## config.mk

```make
export PLATFORM = sky130hd
export DESIGN_NAME = blink_stream_driver
export DESIGN_NICKNAME = d
export VERILOG_FILES = /design/src/rtl/blink_pkg.sv /design/src/rtl/blink_word_deser.sv /design/src/rtl/blink_stream_driver.sv
export SDC_FILE = /design/constraint.sdc
export NUM_CORES = 2
export LEC_CHECK = 0
export CAP_MARGIN = 25
export CORE_MARGIN = 4
export CORE_UTILIZATION = 28
export DETAILED_ROUTE_END_ITERATION = 12
export SKIP_CTS_REPAIR_TIMING = 1
export SYNTH_ARGS = -nofsm -noshare
export SYNTH_HDL_FRONTEND = slang
export SYNTH_SLANG_ARGS = --single-unit
```

## constraint.sdc

```tcl
create_clock -name clk -period 54.2 [get_ports clk]
set_clock_uncertainty 0.1 [all_clocks]
set_input_delay 10.84 -clock clk [delete_from_list [all_inputs] [get_ports clk]]
set_output_delay 10.84 -clock clk [all_outputs]
set_load 0.02 [all_outputs]
```

## src/rtl/blink_pkg.sv

```systemverilog
// Shared constants and state encoding for the Blink-64 stream driver.
package blink_pkg;

    localparam int BLINK_N      = 64;
    localparam int BLINK_TWEAK  = 128;
    localparam int BLINK_KEYLEN = 448;
    localparam int BLINK_BUS    = 32;

    localparam logic [1:0] OP_LOAD_KEY = 2'd0;
    localparam logic [1:0] OP_ENC      = 2'd1;
    localparam logic [1:0] OP_DEC      = 2'd2;
    localparam logic [1:0] OP_ZERO     = 2'd3;

    typedef enum logic [2:0] {
        ST_IDLE,
        ST_KEY,
        ST_TWK,
        ST_DAT,
        ST_WAIT,
        ST_OUT0,
        ST_OUT1
    } state_t;

endpackage

```

## src/rtl/blink_word_deser.sv

```systemverilog
// Shift-in deserialiser: bus words enter at the top so the first word ends up
// in the low bits; "next" exposes the value after the current shift.
module blink_word_deser
    import blink_pkg::*;
#(
    parameter int WORDS = 2
) (
    input  logic                       clk,
    input  logic                       rst,
    input  logic                       clr,
    input  logic                       shift,
    input  logic [BLINK_BUS-1:0]       din,
    output logic [WORDS*BLINK_BUS-1:0] next,
    output logic                       last
);

    logic [WORDS*BLINK_BUS-1:0] data;
    logic [3:0]                 count;

    assign next = {din, data[WORDS*BLINK_BUS-1:BLINK_BUS]};
    assign last = (count == 4'(WORDS - 1));

    always_ff @(posedge clk or posedge rst) begin
        if (rst) begin
            data  <= '0;
            count <= '0;
        end else if (clr) begin
            count <= '0;
        end else if (shift) begin
            data  <= next;
            count <= count + 4'd1;
        end
    end

endmodule

```

## src/rtl/blink_stream_driver.sv

```systemverilog
// Stream front end for the Blink-64 core: frames in, staged operands, result out.
// Optional macro BLINK_STREAM_DRIVER_ZEROIZE_EN turns opcode 3 into key zeroize.
//
// state | meaning
// IDLE  | waiting for a header word
// KEY   | receiving 14 key words into staging
// TWK   | receiving 4 tweak words
// DAT   | receiving 2 data words; last word launches the core
// WAIT  | core pipeline latency
// OUT0  | low result word on m_data
// OUT1  | high result word on m_data
module blink_stream_driver
    import blink_pkg::*;
#(
    parameter int CORE_LAT  = 2,
    parameter int KEY_WORDS = 14
) (
    input  logic                    clk,
    input  logic                    rst,
    input  logic                    s_valid,
    output logic                    s_ready,
    input  logic [BLINK_BUS-1:0]    s_data,
    output logic                    m_valid,
    input  logic                    m_ready,
    output logic [BLINK_BUS-1:0]    m_data,
    output logic                    err,
    output logic                    key_valid,
    output logic                    core_enc,
    output logic [BLINK_KEYLEN-1:0] core_K0,
    output logic [BLINK_TWEAK-1:0]  core_T,
    output logic [BLINK_N-1:0]      core_P,
    input  logic [BLINK_N-1:0]      core_C
);

    localparam int TD_WORDS = (BLINK_TWEAK + BLINK_N) / BLINK_BUS;

    state_t                          state, state_n;
    logic [3:0]                      cnt, cnt_n;
    logic                            live, acc, hdr, fire_key, fire_td;
    logic                            key_last, td_last, enc_stage;
    logic [1:0]                      op;
    logic [KEY_WORDS*BLINK_BUS-1:0]  key_next;
    logic [TD_WORDS*BLINK_BUS-1:0]   td_next;
    logic [BLINK_KEYLEN-1:0]         key_q;
    logic [BLINK_N-1:0]              result;

    assign s_ready  = live && (state inside {ST_IDLE, ST_KEY, ST_TWK, ST_DAT});
    assign acc      = s_valid && s_ready;
    assign op       = s_data[1:0];
    assign hdr      = acc && (state == ST_IDLE);
    assign fire_key = acc && (state == ST_KEY) && key_last;
    assign fire_td  = acc && (state == ST_DAT) && td_last;

    assign m_valid  = (state == ST_OUT0) || (state == ST_OUT1);
    assign m_data   = (state == ST_OUT0) ? result[31:0] :
                      (state == ST_OUT1) ? result[63:32] : '0;
    assign core_K0  = key_q;

    blink_word_deser #(.WORDS(KEY_WORDS)) u_key_deser (
        .clk   (clk),
        .rst   (rst),
        .clr   (hdr),
        .shift (acc && (state == ST_KEY)),
        .din   (s_data),
        .next  (key_next),
        .last  (key_last)
    );

    blink_word_deser #(.WORDS(TD_WORDS)) u_td_deser (
        .clk   (clk),
        .rst   (rst),
        .clr   (hdr),
        .shift (acc && ((state == ST_TWK) || (state == ST_DAT))),
        .din   (s_data),
        .next  (td_next),
        .last  (td_last)
    );

    always_comb begin
        state_n = state;
        case (state)
            ST_IDLE: if (acc) begin
                if (op == OP_LOAD_KEY)                 state_n = ST_KEY;
                else if (op == OP_ENC || op == OP_DEC) state_n = ST_TWK;
            end
            ST_KEY:  if (fire_key) state_n = ST_IDLE;
            ST_TWK:  if (acc && cnt == 4'd3) state_n = ST_DAT;
            ST_DAT:  if (fire_td) state_n = key_valid ? ST_WAIT : ST_IDLE;
            ST_WAIT: if (cnt == 4'(CORE_LAT)) state_n = ST_OUT0;
            ST_OUT0: if (m_ready) state_n = ST_OUT1;
            ST_OUT1: if (m_ready) state_n = ST_IDLE;
            default: state_n = ST_IDLE;
        endcase

        cnt_n = cnt;
        if (state_n != state)                cnt_n = '0;
        else if (acc || state == ST_WAIT)    cnt_n = cnt + 4'd1;
    end

    always_ff @(posedge clk or posedge rst) begin
        if (rst) begin
            state     <= ST_IDLE;
            cnt       <= '0;
            live      <= 1'b0;
            err       <= 1'b0;
            key_valid <= 1'b0;
            key_q     <= '0;
            enc_stage <= 1'b0;
            core_enc  <= 1'b0;
            core_T    <= '0;
            core_P    <= '0;
            result    <= '0;
        end else begin
            state <= state_n;
            cnt   <= cnt_n;
            live  <= 1'b1;
            err   <= 1'b0;

            if (hdr) enc_stage <= (op == OP_ENC);

            if (fire_key) begin
                key_q     <= key_next;
                key_valid <= 1'b1;
            end

            // Without a key the frame is swallowed and the core is left untouched.
            if (fire_td) begin
                if (key_valid) begin
                    core_T   <= td_next[BLINK_TWEAK-1:0];
                    core_P   <= td_next[BLINK_TWEAK+BLINK_N-1:BLINK_TWEAK];
                    core_enc <= enc_stage;
                end else begin
                    err <= 1'b1;
                end
            end

            if (state == ST_WAIT && cnt == 4'(CORE_LAT)) result <= core_C;

            if (hdr && op == OP_ZERO) begin
`ifdef BLINK_STREAM_DRIVER_ZEROIZE_EN
                key_q     <= '0;
                key_valid <= 1'b0;
                core_T    <= '0;
                core_P    <= '0;
`else
                err <= 1'b1;
`endif
            end
        end
    end

endmodule
```

==> results_dict.tcl <==
set metrics [dict create \
    yosysMostFrequentCell "dfrtp_1" \
    synth_nets 3855 \
    maxCapViolCount 0 \
    synthCells 3746 \
    clockBufferDepth 3 \
    grt_max_degree 183 \
    async_flop_share_pct 100 \
    yosys-top-cells-area "dfrtp_1 66%, mux2_2 17%, nand2_1 9.7%, mux2_1 2.4%, mux2_4 0.92%" \
    multiInputGateArea_sq_um 15500 \
    clkSlewWorstSetupHoldPaths_ps 60 \
    pwr-share-clk_pct 38.8 \
    routedWlPerCell_um 20.1 \
    crit_type "input port to async pin" \
    clkLatencyLatePin_ps 780 \
    io_pins 777 \
    die_h_um 427 \
    drv_slew 0 \
    antenna_left 0 \
    placed_cell_area_sq_um 59100 \
    htreeDepth 4 \
    cpPeakStageDelay_ps 810 \
    p_leak_nw 31.4 \
    critPathSlowestCell "buf_4" \
    powerDensity_nw_per_um2 39.8 \
    seqCellArea_sq_um 32500 \
    max-vdd-ir-drop_mv 0.0320 \
    avgSynthCellArea_sq_um 13.1 \
    synth_cell_types 45 \
    worst_pin_slew_ps 1160 \
    synth_top_area_cell "dfrtp_1" \
    synth_ff_type "dfrtp_1" \
    hold_class "flip-flop to flip-flop" \
    area_growth_pct 30.3 \
    slew-limit-headroom_pct 22.4 \
    routed_wl_um 140000 \
    start_util_pct 28.2 \
    p_sw_share_pct 27.8 \
    fin_crit_sh_pct 27.2 \
    root_buffer "clkbuf_16" \
    rows 153 \
    drtIter0Drc 1773 \
    viasPerCell 4.36 \
    die_x_um 427 \
    final_area_sq_um 64000 \
    grt.overflow.total 0 \
    path_delay_family "buffers and inverters" \
    vias 30235 \
    fin_crit_ps 14730 \
    hpwl_um 97300 \
    ys_seq_area_share_pct 66.2 \
    rsz0062_at_grt "false" \
    synth_commonest_cells "1,300 x dfrtp_1, 1,264 x nand2_1, 727 x mux2_2, 105 x mux2_1, 68 x buf_2" \
    fillers 16961 \
    crit_chain "clkdlybuf4s50_1 -> inv_8 -> buf_12 -> buf_4 -> buf_12 -> buf_4" \
    finalSetupViolations 0 \
    cp_max_fo 171 \
    tritoncts "built" \
    p_comb_share_pct 11.2 \
    setup_tns_ps 0 \
    grt_pass1_wl_um 208000 \
    syn-cell-area_sq_um 49100 \
    cp-start-kind "input port" \
    numCtsBuffers 145 \
    fin_nets 4614 \
    fmax_mhz 67.9 \
    endpoint_kind "async pin" \
    antenna_found_initial 1 \
    worstPathRequired_ps 54850 \
    drc 0 \
    cp.arrival_ps 15390 \
    p_int_w 0.00184 \
    hold_viol_final 0 \
    dieArea_sq_um 182000 \
    critPathBufInv 6 \
    gp_congestion 0.802 \
    globalRouteTotalUtil_pct 15.1 \
    yosysTopAreaCellShare_pct 66.2 \
    core_sq_um 174000 \
    ys_warn_count 0 \
    portBuffers 776 \
    grt_pass1_vias 31560 \
    drive_gt1_share_pct 22.3 \
    synth_edf_count 0 \
    dr.pass1.iters 5 \
    p_sw_w 0.000707 \
    seq_power_share_pct 50.0 \
    status "finished clean" \
    ys_ff_latch 1300 \
    clkSinkCount 1300 \
]
sequential cells by signal, summed over array words and instances (netlist names):
register and flops:
key_valid 1, u_td_deser.data 160, core_T 128, cnt 4
err 1, core_enc 1, result 64, state 3
live 1, core_P 64, u_key_deser.data 416, u_key_deser.count 4
enc_stage 1, u_td_deser.count 4, core_K0 448
tightest hold or removal path: cells and delay by family, from the launching register on:
| family | cells | cell delay (ps) |
|---|---|---|
| flip-flops | 1 | 350 |
| AND/OR/NAND/NOR | 2 | 100 |
cell usage in the layout (no fill, tap or decap), types with 29 or more instances in the layout:
cell             instances
mux2_4                  30
mux2_1                 105
clkbuf_1                33
nand2_1               1262
clkbuf_16              146
mux2_2                 727
clkbuf_8                29
dfrtp_1               1300
a22o_1                  33
clkdlybuf4s50_1        776
layer usage:
metal / up-vias / GRT usage [%] / share of wire (%)
li1: 13916 / - / -
met1: 15477 / 17.0 / 38
met2: 635 / 27.3 / 53
met3: 207 / 3.97 / 5.4
met4: 0 / 5.71 / 3.7
met5: - / 0 / 0
stage by stage:
stage	hold WS (ps)	total power, W	utilization [%]	std cells	setup slack [ps]
6_report	365	0.00254	36.7	6940	39470
5_1_grt	396	0.00268	36.7	6940	38860
4_1_cts	358	0.00259	36.7	6936	39430
3_5_place_dp	358	0.00158	33.9	6680	38560
3_3_place_gp	355	0.00157	33.9	6680	38620
2_1_floorplan	340	0.00145	-	3746	6620
logic make-up after synthesis:
logic type | share of synthesized area [%]
other | 0.00764
AOI/OAI and AO/OA | 0.945
adders and majority gates | 0.229
and+or+nand+nor | 10.2
DFF | 66.2
buffers and inverters | 2.31
muxes | 20.0
xor gates and xnor gates | 0.0714
power groups by stage:
stage	sequential, W	combinational, W	clock [W]
2_1_floorplan	0.00124	0.000204	0
3_3_place_gp	0.00129	0.000282	0
3_5_place_dp	0.00129	0.000289	0
4_1_cts	0.00128	0.000291	0.00102
5_1_grt	0.00130	0.000323	0.00106
6_report	0.00127	0.000284	0.000988
final cells by class:
| type | instances | share of cell area [%] |
|---|---|---|
| multi-input cells | 2240 | 24.2 |
| clock inverters | 48 | 1.02 |
| repair buffers | 810 | 12.8 |
| diodes | 1 | 0.00391 |
| flip-flops and latches | 1300 | 50.8 |
| inverters | 8 | 0.0587 |
| well taps | 2325 | 4.55 |
| clock buffers | 208 | 6.53 |
final timing paths:
path / cells after the start / endpoint / slack (ps) / startpoint
hold reg to reg: 2 / u_key_deser.data[260] / 360 / u_key_deser.data[292]
setup reg to reg: 6 / core_K0[20] / 49540 / state[0]
setup / recovery: 6 / core_K0[383] / 39470 / rst
min in group asynchronous: 2 / u_td_deser.data[58] / 10500 / rst
hold / removal: 2 / u_key_deser.data[260] / 360 / u_key_deser.data[292]
max in group clk: 7 / core_K0[20] / 39520 / s_valid
Power figures use the tool's default switching activity.
